===== config.mk =====
export PLATFORM = sky130hd
export DESIGN_NAME = ctrl_pipe_unit
export DESIGN_NICKNAME = d
export VERILOG_FILES = /design/src/rtl/ctrl_pipe_unit_pkg.sv /design/src/rtl/ctrl_pipe_unit_cond_check.sv /design/src/rtl/ctrl_pipe_unit.sv
export SDC_FILE = /design/constraint.sdc
export NUM_CORES = 1
export LEC_CHECK = 0
export CORE_AREA = 2 2 62 64
export CTS_CLUSTER_SIZE = 12
export DETAILED_ROUTE_END_ITERATION = 8
export DIE_AREA = 0 0 64 66
export GPL_ROUTABILITY_DRIVEN = 1
export GPL_TIMING_DRIVEN = 0
export PLACE_DENSITY = 0.72
export SKIP_LAST_GASP = 1
export SYNTH_ARGS = -nofsm -noshare
export SYNTH_HDL_FRONTEND = slang
export SYNTH_SLANG_ARGS = --single-unit

===== constraint.sdc =====
create_clock -name clk -period 3.34 [get_ports clk]
set_clock_uncertainty 0.15 [all_clocks]
set_input_delay 0.501 -clock clk [delete_from_list [all_inputs] [get_ports clk]]
set_output_delay 0.501 -clock clk [all_outputs]
set_load 0.02 [all_outputs]

===== src/rtl/ctrl_pipe_unit_pkg.sv =====
// Shared encodings and decode helper for the ID/EXE control pipeline.
package ctrl_pipe_unit_pkg;

   // Instruction modes
   localparam logic [1:0] MODE_ARITH  = 2'b00;
   localparam logic [1:0] MODE_MEM    = 2'b01;
   localparam logic [1:0] MODE_BRANCH = 2'b10;

   // Data-processing opcodes
   localparam logic [3:0] OP_AND = 4'b0000;
   localparam logic [3:0] OP_EOR = 4'b0001;
   localparam logic [3:0] OP_SUB = 4'b0010;
   localparam logic [3:0] OP_ADD = 4'b0100;
   localparam logic [3:0] OP_ADC = 4'b0101;
   localparam logic [3:0] OP_SBC = 4'b0110;
   localparam logic [3:0] OP_TST = 4'b1000;
   localparam logic [3:0] OP_CMP = 4'b1010;
   localparam logic [3:0] OP_ORR = 4'b1100;
   localparam logic [3:0] OP_MOV = 4'b1101;
   localparam logic [3:0] OP_MVN = 4'b1111;

   // ALU command codes; 0000 means no ALU work (bubble or branch)
   localparam logic [3:0] CMD_NONE = 4'b0000;
   localparam logic [3:0] CMD_MOV  = 4'b0001;
   localparam logic [3:0] CMD_ADD  = 4'b0010;
   localparam logic [3:0] CMD_ADC  = 4'b0011;
   localparam logic [3:0] CMD_SUB  = 4'b0100;
   localparam logic [3:0] CMD_SBC  = 4'b0101;
   localparam logic [3:0] CMD_AND  = 4'b0110;
   localparam logic [3:0] CMD_ORR  = 4'b0111;
   localparam logic [3:0] CMD_EOR  = 4'b1000;
   localparam logic [3:0] CMD_MVN  = 4'b1001;

   // ARM condition field
   localparam logic [3:0] COND_EQ = 4'h0;
   localparam logic [3:0] COND_NE = 4'h1;
   localparam logic [3:0] COND_CS = 4'h2;
   localparam logic [3:0] COND_CC = 4'h3;
   localparam logic [3:0] COND_MI = 4'h4;
   localparam logic [3:0] COND_PL = 4'h5;
   localparam logic [3:0] COND_VS = 4'h6;
   localparam logic [3:0] COND_VC = 4'h7;
   localparam logic [3:0] COND_HI = 4'h8;
   localparam logic [3:0] COND_LS = 4'h9;
   localparam logic [3:0] COND_GE = 4'hA;
   localparam logic [3:0] COND_LT = 4'hB;
   localparam logic [3:0] COND_GT = 4'hC;
   localparam logic [3:0] COND_LE = 4'hD;
   localparam logic [3:0] COND_AL = 4'hE;
   localparam logic [3:0] COND_NV = 4'hF;

   // Wrong-path flush counter width (FLUSH_CYCLES is 1..15)
   localparam int CNT_W = 4;

   typedef enum logic [0:0] {
      ST_RUN   = 1'b0,
      ST_FLUSH = 1'b1
   } state_e;

   // Decoded control before condition gating
   typedef struct packed {
      logic [3:0] cmd;
      logic       mem_read;
      logic       mem_write;
      logic       wb_en;
      logic       s_upd;
      logic       b_taken;
      logic       illegal;
   } ctrl_t;

   // Translate mode/opcode/S into control; undefined encodings become a
   // bubble with only the illegal flag raised.
   function automatic ctrl_t decode_ctrl(input logic [1:0] mode,
                                         input logic [3:0] op,
                                         input logic       s);
      ctrl_t c;
      c = '0;
      case (mode)
         MODE_ARITH: begin
            c.wb_en = 1'b1;
            c.s_upd = s;
            case (op)
               OP_MOV: c.cmd = CMD_MOV;
               OP_MVN: c.cmd = CMD_MVN;
               OP_ADD: c.cmd = CMD_ADD;
               OP_ADC: c.cmd = CMD_ADC;
               OP_SUB: c.cmd = CMD_SUB;
               OP_SBC: c.cmd = CMD_SBC;
               OP_AND: c.cmd = CMD_AND;
               OP_ORR: c.cmd = CMD_ORR;
               OP_EOR: c.cmd = CMD_EOR;
               OP_CMP: begin
                  c.cmd   = CMD_SUB;
                  c.wb_en = 1'b0;
               end
               OP_TST: begin
                  c.cmd   = CMD_AND;
                  c.wb_en = 1'b0;
               end
               default: begin
                  c         = '0;
                  c.illegal = 1'b1;
               end
            endcase
         end
         MODE_MEM: begin
            // S selects load (read + writeback) versus store
            c.cmd       = CMD_ADD;
            c.mem_read  = s;
            c.wb_en     = s;
            c.mem_write = ~s;
         end
         MODE_BRANCH: begin
            c.b_taken = 1'b1;
         end
         default: begin
            c.illegal = 1'b1;
         end
      endcase
      return c;
   endfunction

endpackage


===== src/rtl/ctrl_pipe_unit_cond_check.sv =====
// ARM condition-field evaluator against an NZCV flag vector (combinational).
module ctrl_pipe_unit_cond_check
   import ctrl_pipe_unit_pkg::*;
(
   input  logic [3:0] cond,
   input  logic [3:0] nzcv,
   output logic       pass
);

   logic flag_n;
   logic flag_z;
   logic flag_c;
   logic flag_v;

   assign {flag_n, flag_z, flag_c, flag_v} = nzcv;

   // Select the predicate named by the condition field.
   always_comb begin
      pass = 1'b0;
      case (cond)
         COND_EQ: pass = flag_z;
         COND_NE: pass = ~flag_z;
         COND_CS: pass = flag_c;
         COND_CC: pass = ~flag_c;
         COND_MI: pass = flag_n;
         COND_PL: pass = ~flag_n;
         COND_VS: pass = flag_v;
         COND_VC: pass = ~flag_v;
         COND_HI: pass = flag_c & ~flag_z;
         COND_LS: pass = ~flag_c | flag_z;
         COND_GE: pass = (flag_n == flag_v);
         COND_LT: pass = (flag_n != flag_v);
         COND_GT: pass = ~flag_z & (flag_n == flag_v);
         COND_LE: pass = flag_z | (flag_n != flag_v);
         COND_AL: pass = 1'b1;
         COND_NV: pass = 1'b0;
         default: pass = 1'b0;
      endcase
   end

endmodule


===== src/rtl/ctrl_pipe_unit.sv =====
// Decode controller: decodes the ID instruction, gates it with the condition
// field against NZCV, and registers control into ID/EXE with stall handling
// and a counted wrong-path flush after taken branches.
module ctrl_pipe_unit
   import ctrl_pipe_unit_pkg::*;
#(
   parameter int CMD_W        = 4,
   parameter int RD_W         = 4,
   parameter int FLUSH_CYCLES = 1
)(
   input  logic            clk,
   input  logic            rst_n,
   input  logic            in_valid,
   output logic            in_ready,
   input  logic            stall_in,
   input  logic [3:0]      cond,
   input  logic [1:0]      mode,
   input  logic [3:0]      op_code,
   input  logic            S,
   input  logic [RD_W-1:0] rd,
   input  logic            flags_we,
   input  logic [3:0]      flags_in,
   output logic            out_valid,
   output logic [CMD_W-1:0] exe_cmd,
   output logic            mem_read,
   output logic            mem_write,
   output logic            wb_en,
   output logic            s_upd,
   output logic            b_taken,
   output logic [RD_W-1:0] rd_out,
   output logic [3:0]      status_out,
   output logic            flush_if,
   output logic            illegal
);

   localparam logic [CNT_W-1:0] FLUSH_LOAD = CNT_W'(FLUSH_CYCLES);

   state_e            state_q, state_d;
   logic [CNT_W-1:0]  cnt_q, cnt_d;
   logic [3:0]        sr_q, sr_d;
   logic              out_valid_q, out_valid_d;
   logic [CMD_W-1:0]  exe_cmd_q, exe_cmd_d;
   logic              mem_read_q, mem_read_d;
   logic              mem_write_q, mem_write_d;
   logic              wb_en_q, wb_en_d;
   logic              s_upd_q, s_upd_d;
   logic              b_taken_q, b_taken_d;
   logic [RD_W-1:0]   rd_out_q, rd_out_d;
   logic              illegal_q, illegal_d;

   logic [3:0]        eff_flags;
   logic              cond_pass;
   ctrl_t             dec;
   logic              accept;
   logic              branch_go;

   // A flag write from EXE in this cycle is visible to the condition check.
   assign eff_flags = flags_we ? flags_in : sr_q;

   ctrl_pipe_unit_cond_check u_cond_check (
      .cond (cond),
      .nzcv (eff_flags),
      .pass (cond_pass)
   );

   assign dec       = decode_ctrl(mode, op_code, S);
   assign accept    = in_valid & ~stall_in & (state_q == ST_RUN);
   assign branch_go = accept & dec.b_taken & cond_pass;

   assign in_ready   = ~stall_in;
   assign flush_if   = branch_go;
   assign out_valid  = out_valid_q;
   assign exe_cmd    = exe_cmd_q;
   assign mem_read   = mem_read_q;
   assign mem_write  = mem_write_q;
   assign wb_en      = wb_en_q;
   assign s_upd      = s_upd_q;
   assign b_taken    = b_taken_q;
   assign rd_out     = rd_out_q;
   assign status_out = sr_q;
   assign illegal    = illegal_q;

   // Next-state for status, ID/EXE register and flush FSM.
   always_comb begin
      state_d     = state_q;
      cnt_d       = cnt_q;
      sr_d        = flags_we ? flags_in : sr_q;
      out_valid_d = out_valid_q;
      exe_cmd_d   = exe_cmd_q;
      mem_read_d  = mem_read_q;
      mem_write_d = mem_write_q;
      wb_en_d     = wb_en_q;
      s_upd_d     = s_upd_q;
      b_taken_d   = b_taken_q;
      rd_out_d    = rd_out_q;
      illegal_d   = illegal_q;

      // A stall freezes ID/EXE and the FSM; only the status register moves.
      if (!stall_in) begin
         out_valid_d = 1'b0;
         exe_cmd_d   = '0;
         mem_read_d  = 1'b0;
         mem_write_d = 1'b0;
         wb_en_d     = 1'b0;
         s_upd_d     = 1'b0;
         b_taken_d   = 1'b0;
         rd_out_d    = '0;

         if (accept) begin
            out_valid_d = 1'b1;
            exe_cmd_d   = CMD_W'(dec.cmd);
            rd_out_d    = rd;
            illegal_d   = dec.illegal;
            // Failed condition keeps the slot valid but disables all effects
            if (cond_pass) begin
               mem_read_d  = dec.mem_read;
               mem_write_d = dec.mem_write;
               wb_en_d     = dec.wb_en;
               s_upd_d     = dec.s_upd;
               b_taken_d   = dec.b_taken;
            end
         end

         case (state_q)
            ST_RUN: begin
               if (branch_go) begin
                  state_d = ST_FLUSH;
                  cnt_d   = FLUSH_LOAD;
               end
            end
            ST_FLUSH: begin
               // Input is discarded this cycle; leave when the count expires
               cnt_d = cnt_q - 1'b1;
               if (cnt_q <= CNT_W'(1)) begin
                  state_d = ST_RUN;
                  cnt_d   = '0;
               end
            end
            default: begin
               state_d = ST_RUN;
               cnt_d   = '0;
            end
         endcase
      end
   end

   // Register all state; reset abandons any flush in progress.
   always_ff @(posedge clk or negedge rst_n) begin
      if (!rst_n) begin
         state_q     <= ST_RUN;
         cnt_q       <= '0;
         sr_q        <= '0;
         out_valid_q <= 1'b0;
         exe_cmd_q   <= '0;
         mem_read_q  <= 1'b0;
         mem_write_q <= 1'b0;
         wb_en_q     <= 1'b0;
         s_upd_q     <= 1'b0;
         b_taken_q   <= 1'b0;
         rd_out_q    <= '0;
         illegal_q   <= 1'b0;
      end else begin
         state_q     <= state_d;
         cnt_q       <= cnt_d;
         sr_q        <= sr_d;
         out_valid_q <= out_valid_d;
         exe_cmd_q   <= exe_cmd_d;
         mem_read_q  <= mem_read_d;
         mem_write_q <= mem_write_d;
         wb_en_q     <= wb_en_d;
         s_upd_q     <= s_upd_d;
         b_taken_q   <= b_taken_d;
         rd_out_q    <= rd_out_d;
         illegal_q   <= illegal_d;
      end
   end

endmodule

==> summary.md, run 1 <==
| Metric | Value |
|---|---|
| Vias | `1,296` |
| Worst-path cell chain | `clkdlybuf4s50_1 > mux4_2 > nor2_1 > a21o_2 > mux2i_1 > nand3_2 > dlygate4sd2_1` |
| Core ar. | `3551 µm²` |
| Max_cap viols | `0` |
| Layout cells sized above 1 | `10.36%` |
| Die width | `64 µm` |
| Hpwl dp | `2791 µm` |
| Detail Route met3 WL | `174 µm` |
| Area share of fa/ha/maj cells after synthesis | `4.292%` |
| FMAX | `318.1 MHz` |
| Final instance area | `1979 µm²` |
| Largest family of logic cells by synthesized area | `simple AND/OR/NAND/NOR gates` |
| Post-CTS resize count | `1` |
| Post-Route WL | `3521 µm` |
| Routability Congestion | `0.7344` |
| Initial antenna violation count | `0` |
| Clock Latency Late Sink | `0.31 ns` |
| Largest net degree at the start of global routing | `25` |
| Syn nets | `177` |
| Grt ovf | `0` |
| Primary FF master, synth | `dfrtp_1` |
| DRC errors left | `0` |
| Worst Hold Class | `in -> reg` |
| Hold buffers post-CTS | `0` |
| TritonCTS clock tree | `done` |
| Sink Count | `24` |
| Final setup margin | `0.1965 ns` |
| Seq cells post-synth | `24` |
| Mean routed wirelength per cell | `14.61 µm` |
| Clock buffer depth | `2` |
| Simple-Gate Fraction of Synth Area | `20.69%` |
| Starting DRT DRC Count | `56` |
| Drt via density | `5.378` |
| Synthesized instance count | `148` |
| Category of the critical setup timing path | `in -> out` |
| Synth top area share | `41.20%` |
| Post-synthesis mux area share | `7.897%` |
| Period utilization | `94.12%` |
| Setup TNS | `0 ns` |
| Synth cell types | `49` |
| Final min period | `3.144 ns` |
| Worst-path maximum fanout | `6` |
| Worst setup EP type | `output port` |
| Dpl cell area | `1928 µm²` |
| Initial core utilization | `41.05%` |
| Setup violators final | `0` |
| Synth Area in XOR/XNOR | `1.803%` |
| Number of synthesized flops with an enable pin | `0` |
| Commonest non-fill, non-tap cells in the layout | `40 x clkdlybuf4s50_1, 24 x dfrtp_1, 19 x nand2_1` |
| Synth Area in Compound Gates | `19.66%` |
| Die outline height | `66 µm` |
| Area Growth Syn to Fin | `35.79%` |
| Cell Area, Synth | `1458 µm²` |
| Commonest non-fill, non-tap cell in the layout | `clkdlybuf4s50_1` |
| Mapped Avg Cell Area | `9.849 µm²` |
| Setup Slack @ Placement | `-0.03140 ns` |
| Post-route ant nets | `0` |
| Post-CTS Setup Repair Bufs | `0` |
| Crit path largest cell delay | `0.62 ns` |
| Ys async rst share | `100.0%` |
| Highest routed layer | `met4` |
| Final hold slack | `0.3299 ns` |
| Met1 WL | `1487 µm` |
| Worst vdd ir | `0.0001717 V` |
| Fin nets | `223` |
| Drt pass-1 iters | `4` |
| Worst Path Required | `2.69 ns` |
| Global-route wire length before repair | `5892 µm` |
| Final slew viol count | `0` |
| GRT Total Usage | `17.49%` |
| Fin. Hold Viols | `0` |
| Reg clk slew, reported paths | `0.13 ns` |
| Slew margin rel. | `28.26%` |
| RSZ-0062 raised after global routing | `false` |
| Slew at the pin closest to its max-slew limit | `1.073 ns` |
| Leading area contributor after synthesis | `dfrtp_1` |
| CP Data Arrival Time | `2.49 ns` |
| LEAKAGE | `0.8717 nW` |
| Slowest cell on crit path | `clkdlybuf4s50_1` |
| Ranking of synthesized cells by area | `dfrtp_1 41%, nand2_1 4.9%, ha_1 4.3%` |
| Outcome | `complete, no violations` |
| CTS root buf | `clkbuf_4` |
| Vias in the first global route | `1,297` |
| Synthesis warning total | `0` |
| PortBufs | `41` |
| Ant. Diodes | `0` |
| H-tree depth | `1` |
| # IOs | `45` |
| Row count | `22` |
| Post-synthesis sequential area ratio | `41.20%` |
| Setup crit start kind | `input port` |
| Die area | `4224 µm²` |
| Power density cells | `460.1 nW/µm²` |
| Met2 WL post-DR | `1836 µm` |
| Core Util, Final | `55.74%` |
| CTS Buf Count | `3` |
## final cells by class
| class | count | area (µm²) |
|---|---|---|
| buffer | 5 | 27.53 |
| clock buffer | 3 | 22.52 |
| clock inverter | 1 | 30.03 |
| fill | 322 | 1572 |
| inverter | 10 | 37.54 |
| multi-input combinational | 109 | 792.0 |
| sequential | 24 | 600.6 |
| tap | 48 | 60.06 |
| timing repair buffer | 41 | 409.1 |
## sequential cells by signal (all words and copies together), names as in the netlist
signal and cells:
b_taken 1, cnt_q 4, exe_cmd 4, illegal 1, mem_read 1, mem_write 1, out_valid 1, rd_out 4
s_upd 1, state_q 1, status_out 4, wb_en 1
## logic make-up after synthesis
group / count (synthesis)
DFF: 24
muxes: 9
and+or+nand+nor: 55
AOI/OAI and AO/OA: 37
buffers and inverters: 15
xor gates and xnor gates: 3
adders and majority gates: 5
## critical path: cells and delay by family
family / cells / cell delay, ns
AO/OA/AOI/OAI: 1 / 0.13
buffers and inverters: 2 / 0.98
multiplexers: 2 / 0.61
AND/OR/NAND/NOR: 2 / 0.27
## layer usage
metal,up-vias,GRT usage [%]
met2,35,33.59
met1,622,20.73
met4,0,3.261
met5,-,0
met3,5,2.385
li1,634,-
## synth_stat cells (3+ instances only)
cell type	instances
nand2_1	19
nor3_1	4
o211ai_1	3
a21oi_1	4
inv_1	10
dfrtp_1	24
mux2i_1	4
ha_1	5
nand3_1	6
or3_1	4
a22o_1	5
nor2_1	5
o21ai_0	9
## metrics by stage
step | cells | power, mW
final | 241 | 0.9107
after global routing | 241 | 0.9698
after CTS | 241 | 0.9164
after detailed placement | 237 | 0.7097
after global placement | 237 | 0.6890
after floorplan | 148 | 0.5748
## worst paths after layout
kind	cells past startpoint	slack, ns	startpoint	endpoint
min reg2reg	2	0.35	exe_cmd[0]	exe_cmd[0]
max reg2reg	6	1.26	status_out[0]	cnt_q[0]
min in group asynchronous	1	0.60	rst_n	cnt_q[0]
max in group asynchronous	1	1.80	rst_n	state_q
max	7	0.20	cond[2]	flush_if
min	2	0.33	flags_we	status_out[0]
## power breakdown
group	total (mW)	internal, mW	leakage (nW)	switching, mW
logic	0.328	0.158	0.530	0.170
registers	0.375	0.336	0.314	0.0397
clock network	0.208	0.121	0.0279	0.0863
total	0.911	0.615	0.872	0.296
Power figures use the tool's default switching activity.
==> run 2, diff against run 1 <==
--- a/config.mk
+++ b/config.mk
@@ -11,7 +11,7 @@
 export DIE_AREA = 0 0 64 66
 export GPL_ROUTABILITY_DRIVEN = 1
 export GPL_TIMING_DRIVEN = 0
-export PLACE_DENSITY = 0.72
+export PLACE_DENSITY = 0.71
 export SKIP_LAST_GASP = 1
 export SYNTH_ARGS = -nofsm -noshare
 export SYNTH_HDL_FRONTEND = slang
==> constraint.sdc (replaced) <==
create_clock -name clk -period 3 [get_ports clk]
set_clock_uncertainty 0.15 [all_clocks]
set_input_delay 0.45 -clock clk [delete_from_list [all_inputs] [get_ports clk]]
set_output_delay 0.45 -clock clk [all_outputs]
set_load 0.02 [all_outputs]
==> run 2 against run 1 <==
  * Worst setup slack got worse by 0.032 ns
  * First-iteration DRC count decreased by 41%
  * Flip-flop and latch count unchanged
  * Utilization hardly changed
  * Register-to-register slack got worse by 0.31 ns
  * Cell count unchanged
  * Hold slack worse by 0.058 ns
  * Final area about the same
  * Global-route usage increased by 0.074 points
  * Total power up 11%
  * Critical endpoint unchanged
  * Largest cell class unchanged
  * Largest power group unchanged
  * Highest routed layer unchanged
==> summary.md, run 2 (synthesized netlist as in run 1, its figures left out) <==
| Metric | Value |
|---|---|
| Fin. Hold Viols | `0 (unchanged)` |
| Core Util, Final | `55.71% (about the same)` |
| Post-CTS Setup Repair Bufs | `0 (unchanged)` |
| Worst Hold Class | `in -> reg` |
| Clk pwr share | `22.9% (about the same)` |
| # IOs | `45 (unchanged)` |
| Worst setup EP type | `output port` |
| Routability Congestion | `0.7595 (+3.4%)` |
| Commonest non-fill, non-tap cells in the layout | `39 x clkdlybuf4s50_1, 24 x dfrtp_1, 19 x nand2_1` |
| Layout cells sized above 1 | `11.40% (+1.0 points)` |
| PortBufs | `41 (unchanged)` |
| Global-route wire length before repair | `5830 µm (-1.1%)` |
| Area of the multi-input gates | `795.8 µm² (+0.47%)` |
| Dpl cell area | `1928 µm² (unchanged)` |
| Worst Path Required | `2.40 ns (-0.29 ns)` |
| Die area | `4224 µm² (unchanged)` |
| Sink Count | `24 (unchanged)` |
| Logic pwr share | `35.7% (-0.3 points)` |
| Post-route ant nets | `0 (unchanged)` |
| Register-to-Register Setup Slack | `0.95 ns (-0.31 ns)` |
| Hold buffers post-CTS | `0 (unchanged)` |
| Starting DRT DRC Count | `33 (-41%)` |
| Period utilization | `94.52%` |
| H-tree depth | `1 (unchanged)` |
| NetSw | `326.8 µW (+11%)` |
| Setup violators final | `0 (unchanged)` |
| Category of the critical setup timing path | `in -> out` |
| R2r worst-path depth | `6 (unchanged)` |
| Grt peak-use layer | `met2` |
| TritonCTS clock tree | `done` |
| Final slew viol count | `0 (unchanged)` |
| Hold Path Depth | `2 (unchanged)` |
| Register area | `600.6 µm² (unchanged)` |
| Drt pass-1 iters | `5 (+1)` |
| Slew margin rel. | `27.48% (-0.78 points)` |
| Largest net degree at the start of global routing | `25 (unchanged)` |
| Row count | `22 (unchanged)` |
| Die width | `64 µm (unchanged)` |
| Slew at the pin closest to its max-slew limit | `1.084 ns (+0.01163 ns)` |
| LEAKAGE | `0.8674 nW (-0.50%)` |
| Power density cells | `511.5 nW/µm² (+11%)` |
| Ant. Diodes | `0 (unchanged)` |
| CTS root buf | `clkbuf_4` |
| GRT Total Usage | `17.57% (+0.074 points)` |
| Vias | `1,305 (+0.69%)` |
| DRC errors left | `0 (unchanged)` |
| Vias in the first global route | `1,303 (+0.46%)` |
| Grt met2 use | `31.90% (-1.7 points)` |
| Worst-path maximum fanout | `6 (unchanged)` |
| Grt met1 use | `21.38% (+0.65 points)` |
| Worst-path cell chain | `clkdlybuf4s50_1 > mux4_2 > nor2_1 > a21o_2 > mux2i_2 > nand3_2 > clkbuf_2` |
| Max_cap viols | `0 (unchanged)` |
| Drt via density | `5.415 (+0.69%)` |
| Mean routed wirelength per cell | `14.25 µm (-2.5%)` |
| Switching Fraction | `32.30% (-0.16 points)` |
| Grt ovf | `0 (unchanged)` |
| Worst vdd ir | `0.0002029 V (+18%)` |
| Hpwl dp | `2754 µm (-1.3%)` |
| Post-Route WL | `3434 µm (-2.5%)` |
| CTS Buf Count | `3 (unchanged)` |
| Grt met3 use | `2.385% (unchanged)` |
| Layout fillers | `325 (+0.93%)` |
| Core ar. | `3551 µm² (unchanged)` |
| Die outline height | `66 µm (unchanged)` |
| Initial core utilization | `41.05% (unchanged)` |
| CP Data Arrival Time | `2.24 ns (-0.25 ns)` |
| Commonest non-fill, non-tap cell in the layout | `clkdlybuf4s50_1` |
| Slowest cell on crit path | `mux4_2` |
| Clock buffer depth | `2 (unchanged)` |
| Final instance area | `1978 µm² (about the same)` |
| RSZ-0062 raised after global routing | `false` |
| Setup crit start kind | `input port` |
| Fin nets | `223 (unchanged)` |
| Crit path largest cell delay | `0.48 ns (-0.14 ns)` |
| FMAX | `352.6 MHz` |
| Initial antenna violation count | `0 (unchanged)` |
| Cell-internal power | `684.9 µW (+11%)` |
| Area Growth Syn to Fin | `35.71% (about the same)` |
| Reg clk slew, reported paths | `0.12 ns (about the same)` |
| Sequential Power Share | `41.4% (+0.2 points)` |
| Final min period | `2.836 ns` |
| Clock Latency Late Sink | `0.32 ns (about the same)` |
| Outcome | `complete, no violations` |
-- run 2: changes by cell type in the layout (fill, tap and decap cells not counted), sizes merged --
| cell | before | now |
|---|---|---|
| clkbuf | 5 | 6 |
| clkdlybuf4s50 | 40 | 39 |
-- run 2: what timing repair did --
action                                 4_1_cts  5_1_grt
resized for setup                            4        1
setup endpoints to repair                    1        1
endpoints found under the hold margin        0        0
-- run 2: per-layer routing --
layer | part of all wire, % | wire (µm) | up-vias
li1 | - | - | 636
met1 | 44 | 1512 | 633
met2 | 51 | 1742 | 32
met3 | 4.1 | 142 | 4
met4 | 1.1 | 37 | 0
met5 | 0 | 0 | -
-- run 2: worst paths after layout --
check / from / to
worst min register to register: out_valid / out_valid
max in group asynchronous: rst_n / state_q
worst max-delay path: flags_in[0] / flush_if
worst min-delay path: flags_we / status_out[0]
worst max register to register: status_out[0] / cnt_q[0]
min in group asynchronous: rst_n / cnt_q[2]
-- run 2: power groups by stage --
stage / Combinational, mW / Clock, mW / Sequential (mW)
after floorplan: 0.193 / 0 / 0.447
after global placement: 0.347 / 0 / 0.421
after detailed placement: 0.362 / 0 / 0.425
after CTS: 0.364 / 0.239 / 0.419
after global routing: 0.398 / 0.251 / 0.427
final: 0.361 / 0.232 / 0.419
-- run 2: cell type report --
class	instances	area share, %
multi-input cells	109	40.23
well taps	48	3.036
clock buffers	3	1.139
repair buffers	41	20.43
clock inverters	1	1.518
inverters	10	1.898
plain buffers	5	1.392
flip-flops and latches	24	30.36
-- run 2: metrics by stage --
stage | worst slack [ns] | hold WS, ns | setup TNS [ns] | std cells | power, mW
6_report | 0.1643 | 0.2719 | 0 | 241 | 1.012
5_1_grt | 0.03998 | 0.2782 | 0 | 241 | 1.076
4_1_cts | 0.02398 | 0.2647 | 0 | 241 | 1.021
3_5_place_dp | -0.2674 | 0.3242 | -0.2674 | 237 | 0.7874
3_3_place_gp | -0.2218 | 0.3172 | -0.2218 | 237 | 0.7681
2_1_floorplan | 0.7148 | 0.004409 | 0 | 148 | 0.6400
-- run 2: critical path, delay by kind of cell --
family                 cells  cell delay [ns]
and+or+nand+nor            2             0.27
buffers and inverters      2             0.66
AOI/OAI and AO/OA          1             0.13
muxes                      2             0.72
